$ cat config.mk
export PLATFORM = sky130hd
export DESIGN_NAME = uart_tx_arbiter
export DESIGN_NICKNAME = d
export VERILOG_FILES = /design/src/rtl/uart_ctrl_pkg.sv /design/src/rtl/rr_pick.sv /design/src/rtl/uart_tx_arbiter.sv
export SDC_FILE = /design/constraint.sdc
export NUM_CORES = 1
export LEC_CHECK = 0
export ABC_AREA = 1
export ABC_CLOCK_PERIOD_IN_PS = 5200
export CAP_MARGIN = 20
export CORE_MARGIN = 3
export CORE_UTILIZATION = 50
export CTS_BUF_LIST = sky130_fd_sc_hd__clkbuf_4
export DETAILED_ROUTE_END_ITERATION = 10
export PLACE_DENSITY = 0.76
export SYNTH_ARGS = -nofsm -noshare
export SYNTH_HDL_FRONTEND = slang
export SYNTH_SLANG_ARGS = --single-unit
$ cat constraint.sdc
create_clock -name clk -period 5.2 [get_ports clk]
set_input_delay 1.04 -clock clk [delete_from_list [all_inputs] [get_ports clk]]
set_output_delay 1.04 -clock clk [all_outputs]
set_load 0.02 [all_outputs]
$ cat src/rtl/uart_ctrl_pkg.sv
// Shared types and constants for the UART transmit-side controllers.
package uart_ctrl_pkg;

  // Arbiter sequencing states
  typedef enum logic [1:0] {
    ST_IDLE      = 2'd0,
    ST_START     = 2'd1,
    ST_WAIT_DONE = 2'd2
  } txState_t;

  // Default watchdog: 10 bits at 9600 baud from 12 MHz is 12500 cycles, plus margin
  localparam int DEF_DONE_TIMEOUT = 20000;
  // Default number of cycles a locked owner may stay silent before losing the lock
  localparam int DEF_LOCK_IDLE    = 2048;

  // Width of a requester index; never narrower than one bit
  function automatic int ownerWidth(input int numReq);
    return (numReq > 1) ? $clog2(numReq) : 1;
  endfunction

endpackage

$ cat src/rtl/rr_pick.sv
// Combinational round-robin picker: first asserted request at or after startPtr,
// wrapping modulo N. Kept generic so an rx dispatcher can reuse it.
module rr_pick #(
  parameter int N  = 4,
  parameter int IW = 2
) (
  input  logic [N-1:0]  reqVec,
  input  logic [IW-1:0] startPtr,
  output logic [IW-1:0] grantIdx,
  output logic          grantValid
);

  logic [IW-1:0] idx;
  logic          hit;

  // Scan from the farthest offset down so the nearest asserted request wins last
  always_comb begin
    grantIdx   = '0;
    grantValid = 1'b0;
    idx        = '0;
    hit        = 1'b0;
    for (int k = N - 1; k >= 0; k--) begin
      idx        = IW'((int'(startPtr) + k) % N);
      hit        = reqVec[idx];
      grantIdx   = hit ? idx : grantIdx;
      grantValid = grantValid | hit;
    end
  end

endmodule

$ cat src/rtl/uart_tx_arbiter.sv
// Shares one Uart8 transmitter among NUM_REQ byte producers with round-robin
// arbitration, per-frame locking, start/done sequencing and a completion watchdog.
module uart_tx_arbiter
  import uart_ctrl_pkg::*;
#(
  parameter int NUM_REQ      = 4,
  parameter int DONE_TIMEOUT = DEF_DONE_TIMEOUT,
  parameter int LOCK_IDLE    = DEF_LOCK_IDLE
) (
  input  logic                           clk,
  input  logic                           rstN,
  input  logic                           enable,
  input  logic [NUM_REQ-1:0]             req,
  input  logic [NUM_REQ*8-1:0]           reqData,
  input  logic [NUM_REQ-1:0]             reqLast,
  output logic [NUM_REQ-1:0]             ack,
  output logic [ownerWidth(NUM_REQ)-1:0] owner,
  output logic                           ownerValid,
  output logic                           timeoutErr,
  output logic                           txEn,
  output logic                           txStart,
  output logic [7:0]                     txData,
  input  logic                           txBusy,
  input  logic                           txDone
);

  localparam int OW = ownerWidth(NUM_REQ);
  localparam int TW = $clog2(DONE_TIMEOUT + 1);
  localparam int LW = $clog2(LOCK_IDLE + 1);

  txState_t           state;
  logic [OW-1:0]      ptr;
  logic               locked;
  logic               lastFlag;
  logic [TW-1:0]      wdCnt;
  logic [LW-1:0]      idleCnt;

  logic [NUM_REQ-1:0] candVec;
  logic [OW-1:0]      pickIdx;
  logic               pickValid;
  logic [OW-1:0]      ptrAfter;
  logic               ownerReq;

  assign ownerReq   = req[owner];
  assign ptrAfter   = (int'(owner) == NUM_REQ - 1) ? '0 : owner + OW'(1);
  assign txEn       = enable | (state != ST_IDLE);
  assign ownerValid = (state != ST_IDLE) | locked;

  // While a frame lock is held only the owner may be granted
  always_comb begin
    candVec = req;
    if (locked) begin
      candVec = req & (NUM_REQ'(1) << owner);
    end else begin
      candVec = req;
    end
  end

  rr_pick #(
    .N  (NUM_REQ),
    .IW (OW)
  ) uPick (
    .reqVec     (candVec),
    .startPtr   (ptr),
    .grantIdx   (pickIdx),
    .grantValid (pickValid)
  );

  // Arbitration FSM with lock/watchdog counters and registered transmitter strobes
  always_ff @(posedge clk or negedge rstN) begin
    if (!rstN) begin
      state      <= ST_IDLE;
      ptr        <= '0;
      locked     <= 1'b0;
      lastFlag   <= 1'b0;
      wdCnt      <= '0;
      idleCnt    <= '0;
      ack        <= '0;
      owner      <= '0;
      txStart    <= 1'b0;
      txData     <= 8'h00;
      timeoutErr <= 1'b0;
    end else begin
      ack        <= '0;
      txStart    <= 1'b0;
      timeoutErr <= 1'b0;
      case (state)
        ST_IDLE: begin
          if (!enable) begin
            locked  <= 1'b0;
            idleCnt <= '0;
          end else if (!txBusy && pickValid) begin
            txData   <= reqData[int'(pickIdx)*8 +: 8];
            owner    <= pickIdx;
            lastFlag <= reqLast[pickIdx];
            ack      <= NUM_REQ'(1) << pickIdx;
            txStart  <= 1'b1;
            idleCnt  <= '0;
            state    <= ST_START;
          end else if (locked && !ownerReq) begin
            // Owner went quiet mid-frame: release after LOCK_IDLE silent cycles
            if (idleCnt == LW'(LOCK_IDLE - 1)) begin
              locked  <= 1'b0;
              idleCnt <= '0;
            end else begin
              idleCnt <= idleCnt + LW'(1);
            end
          end else begin
            idleCnt <= '0;
          end
        end
        ST_START: begin
          wdCnt <= '0;
          state <= ST_WAIT_DONE;
        end
        ST_WAIT_DONE: begin
          // txDone takes priority over a watchdog expiry in the same cycle
          if (txDone) begin
            locked  <= ~lastFlag;
            ptr     <= ptrAfter;
            idleCnt <= '0;
            state   <= ST_IDLE;
          end else if (wdCnt == TW'(DONE_TIMEOUT - 1)) begin
            timeoutErr <= 1'b1;
            locked     <= 1'b0;
            ptr        <= ptrAfter;
            idleCnt    <= '0;
            state      <= ST_IDLE;
          end else begin
            wdCnt <= wdCnt + TW'(1);
          end
        end
        default: begin
          state <= ST_IDLE;
        end
      endcase
    end
  end

endmodule
## Word-level counts from Yosys, hierarchy flattened

Index checks and enable logic that the tools add are counted.

- Order comparisons: 6
- Reduce and logical (&&, ||, !) cells: 15
- Add/subtract/negate cells: 6
- Muxes and demuxes: 51
- Shift-type cells: 3
- Eq/ne operators: 13
- Bitwise operators: 7

Operators by type and width:

| cell | number |
|---|---|
| 12-bit 2-to-1 mux | 6 |
| 32-bit by 6-bit indexed part select with 8-bit output | 1 |
| 15-bit 2-to-1 mux | 2 |
| 15-bit case mux with 2 select lines | 1 |
| 12-bit case mux with 2 select lines | 1 |
| 2-bit 2-to-1 mux | 11 |
| 2-bit by 3-bit less-than comparator with 1-bit output, second input constant | 6 |
| 1-bit 2-to-1 mux | 18 |
| 4-bit 2-to-1 mux | 4 |
| 15-bit by 1-bit adder with 15-bit output, second input constant | 1 |
| 15-bit equality test, second input constant | 1 |
| 12-bit by 1-bit adder with 12-bit output, second input constant | 1 |
| 1-bit binary-select mux with 2-bit select | 6 |
| 12-bit by 11-bit equality test with 1-bit output, second input constant | 1 |
| 3-bit != test, second input constant | 4 |
| 3-bit AND reduction | 3 |
| 2-bit != test, second input constant | 4 |
| 2-bit nonzero test | 4 |
| 1-bit by 2-bit left shift with 4-bit output, first input constant | 2 |
| 2-bit case mux with 3 select lines | 1 |
| 1-bit bitwise OR | 5 |
| 5-bit AND reduction | 1 |
| 2-bit by 1-bit adder with 2-bit output, second input constant | 2 |
| 2-bit adder, second input constant | 2 |
| 9 further kinds | 13 |

- Input bits: 45
- Output and inout port bits: 18
- Flip-flop bits (word level): 49
- Word-level logic and storage cells: 112

## Longest topological paths before layout

- Depth after elaboration: 13
- Gate-level depth with buffers: 19
- Gate-level depth less buffers: 18

## Hierarchy

A second synthesis with hierarchy kept.

- Cell total of the unflattened synthesis: 465
- Area total of the unflattened synthesis: 3,196.8 um2

Modules (own cells, without submodules):

| module | area an instance (um2) | times used | seq. area each (um2) | cells an instance |
|---|---|---|---|---|
| uart_tx_arbiter | 3,004.1 | 1 | 1,226.2 | 423 |
| rr_pick | 192.7 | 1 | 0.0 | 42 |

## Worst setup path before layout

No wires, ideal clock.

- Kind: in2out
- Start point: in enable
- End point: out txEn
- Slack: 2.949 ns
- Cell stages on the path: 2
- Data required time: 4.160 ns
- Path buffers: 0
- Arrival: 1.211 ns
- Path through: inv_1 nand2_1

- Cells in the longest elaborated chain, start to end: 1

RTL lines:

| item | line | text |
|---|---|---|
| start, declared | uart_tx_arbiter.sv:12 | `input logic enable,` |
| 1-bit bitwise OR | uart_tx_arbiter.sv:46 | `assign txEn = enable \| (state != ST_IDLE);` |
| end, declared | uart_tx_arbiter.sv:20 | `output logic txEn,` |

Every way passes these cells.

## Worst setup path after layout

- Start point: in req[3]
- End point: reg txData[1]

- Cells in the longest elaborated chain, start to end: 9
- Elaborated cells between the ends (all ways): 20
- Classes of those cells: 1 x shift; 13 x mux; 4 x bitwise; 2 x reduce/logical

RTL lines:

| item | line | text |
|---|---|---|
| start, declared | uart_tx_arbiter.sv:13 | `input logic [NUM_REQ-1:0] req,` |
| 4-bit bitwise AND | uart_tx_arbiter.sv:53 | `candVec = req & (NUM_REQ'(1) << owner);` |
| 4-bit 2-to-1 mux * | uart_tx_arbiter.sv:52 | `if (locked) begin` |
| 1-bit binary-select mux with 2-bit select | rr_pick.sv:24 | `hit = reqVec[idx];` |
| 1-bit 2-to-1 mux (not written as such) | rr_pick.sv:24 |  |
| 2-bit 2-to-1 mux or 1-bit bitwise OR (tied branches) (3 in a row) | rr_pick.sv:25, rr_pick.sv:26 |  |
| 2-bit 2-to-1 mux or 1-bit logical AND (tied branches) | rr_pick.sv:25, uart_tx_arbiter.sv:92 |  |
| 32-bit by 6-bit indexed part select with 8-bit output or 3-bit AND reduction (tied branches) | - |  |
| end signal, assigned | uart_tx_arbiter.sv:93 | `txData <= reqData[int'(pickIdx)*8 +: 8];` |
| end, declared | uart_tx_arbiter.sv:22 | `output logic [7:0] txData,` |

Every way passes the cells marked *; elsewhere a longest branch is shown, timed or not. The select of a mux whose other input is x is not followed.
A chain may end at the register's enable or synchronous reset.

==> impl_metrics.toml <==
[status]
status = "finished, final reports clean"

[grt]
grt_pass1_wl_mm = 12.3
grt_max_degree = 50
grt_usage_pct = 20.5
grt_pass1_vias = 2830
gr-total-overflow = 0
antenna_found_initial = 0

[setup_path]
worst-r2r-setup-slack_ns = 1.89
cp_data_arrival_time_ns = 3.83
cp_max_fo = 20
cp.required_ns = 5.46
setup.worst_path.end_class = "flop"
worst-setup-path-type = "input pin to flop"
start_kind = "input pin"

[timing]
period_needed_ns = 3.57
finalSetupTns_ns = 0
skew_ns = 0.0153
worstMarginPinSlew_ns = 0.911
slew_headroom_pct = 39.1
hold_violations = 0
setup_viol = 0
rsz0062_at_grt = "no"
fin_crit_sh_pct = 68.7
slew_viol_final = 0
max_freq_mhz = 280
worst_slack_ns = 1.63

[routing]
wl_mm = 7.22
firstDrtPassIters = 4
via_per_inst = 5.25
dr_total_vias = 2990
routedWlPerCell_um = 12.7
drt-initial-drc-count = 151
antenna_left = 0
route.detailed.drc = 0

[layout]
drive_above_1_share_pct = 6.46
ff_latch_area_um2 = 1230
fin_nets = 545
multi_input_area_um2 = 1480
final.fill_count = 550
n_antenna_cell = 0
post-route-util_pct = 63.4
syn2layout_area_growth_pct = 21.0

[run]
drv_cap = 0

[clock_tree]
cts-hold-fix-buffers = 0
cts_max_level = 2
path_clk_slew_ns = 0.15
cts_buffers = 5
cts_setup_buffers = 0
cts_resized = 0
insertion_delay_ns = 0.36
cts_tree = "yes"
cts_buffer_depth = 2
clock-sinks = 49
root_buffer = "clkbuf_4"

[placed_design]
post-place-ws_ns = 1.29
dp_hpwl_mm = 5.35
gp_congestion = 0.887
io_buffers = 62

[hold_path]
hold_path_class = "flop to flop"

[floorplanning]
die_w_um = 85.3
fp.dieArea_um2 = 7270
die_y_um = 85.3
rows = 28
io_pins = 63
initial_core_util_pct = 52.4
coreArea_um2 = 5990

[synthesis]
synth_area_um2 = 3140
ys_seq_area_share_pct = 39.0
yosysUniqueCellTypes = 36
ys_warn_count = 0
synth_area_per_cell_um2 = 7.22
synth_fp_nets = 486
syn_inst = 435
ys_ff_latch = 49

[pwr]
powerDensity_nw_per_um2 = 462
leakage_nw = 1.93
vdd_drop_max_mv = 0.272
[per-layer routing]
metal	up-vias	GRT usage, %	wire length (µm)
met5	-	0	0
met4	0	6.62	117
met3	11	3.88	384
met2	87	34.4	3420
met1	1401	26.6	3290
li1	1491	-	-
[final timing paths]
| kind | cells past startpoint | to | start |
|---|---|---|---|
| max | 14 | txData[1] | req[3] |
| min | 1 | wdCnt[13] | wdCnt[13] |
| max reg2reg | 14 | txData[1] | owner[0] |
| min reg2reg | 1 | wdCnt[13] | wdCnt[13] |
| max in group asynchronous | 2 | locked | rstN |
| min in group asynchronous | 1 | txData[5] | rstN |
[flip-flops by register name (all words and copies together), names as in the netlist]
signal,count
lastFlag,1
idleCnt,12
txData,8
state,2
ptr,2
txStart,1
wdCnt,15
owner,2
timeoutErr,1
locked,1
ack,4
[through the flow]
stage | instance area, µm² | std cells | hold WS [ns] | power, mW
floorplan | 3140 | 435 | 0.440 | 1.41
global placement | 3720 | 561 | 0.458 | 1.54
detailed placement | 3720 | 561 | 0.466 | 1.56
finish | 3800 | 570 | 0.485 | 1.76
CTS | 3780 | 569 | 0.491 | 1.76
global route | 3800 | 570 | 0.508 | 1.92
[critical path, cell delays in order]
cell and delay (ns):
clkdlybuf4s50_1 0.51, nand3_1 0.09, nand2_1 0.13, nand2_1 0.09, nand2_2 0.07, inv_2 0.03, nand2_2 0.05, nand3_1 0.61
nand2_1 0.80, nand2_1 0.11, nand3_1 0.10, nand2_1 0.08, nand2_1 0.06, nand2_1 0.05
[cells in the mapped netlist (all sizes together)]
cell type	instances	share of area (%)
a21o	1	0.24
a21oi	11	1.8
a22o	1	0.28
a22oi	1	0.24
a2bb2oi	1	0.28
a31oi	1	0.20
a32o	1	0.32
buf	8	2.8
clkbuf	3	1.3
clkinv	3	0.36
dfrtp	49	39
ha	6	2.4
inv	77	9.2
mux2i	1	0.32
nand2	123	15
nand3	63	11
nand4	7	1.4
nor2	32	4.1
nor3	12	2.2
nor3b	1	0.24
o211ai	1	0.24
o21a	3	0.72
o21ai	16	2.5
o21bai	1	0.24
o22ai	4	0.80
o31ai	1	0.24
or2	1	0.20
xor2	6	1.7
[where the power goes]
part | switching [mW] | leakage, nW | internal [mW]
registers | 0.0718 | 0.659 | 0.457
logic | 0.672 | 1.23 | 0.371
clock network | 0.125 | 0.0360 | 0.0596
total | 0.868 | 1.93 | 0.887
[cell families after synthesis]
kind of cell | Yosys count | share of synthesized area, %
flops | 49 | 39.0
xor+xnor | 6 | 1.67
buf+inv | 91 | 13.7
compound gates | 43 | 8.09
mux | 1 | 0.319
simple gates | 239 | 34.8
fa+ha+maj | 6 | 2.39
[cell type report]
type / instances / share of cell area [%]
clock buffer: 6 / 1.19
clock inverter: 2 / 0.362
inverter: 80 / 7.91
multi-input combinational: 295 / 39.1
sequential: 49 / 32.3
tap: 75 / 2.47
timing repair buffer: 63 / 16.7
[layout by cell type, fill, tap and decap left out, types with 9 or more instances in the layout]
master and n:
nand2_1 117, inv_1 74, clkdlybuf4s50_1 61, nand3_1 54, dfrtp_1 49, nor2_1 31
o21ai_0 15, a21oi_1 11, nor3_1 10, nand3_2 9
Note: power is estimated with default switching activity, not from simulation.
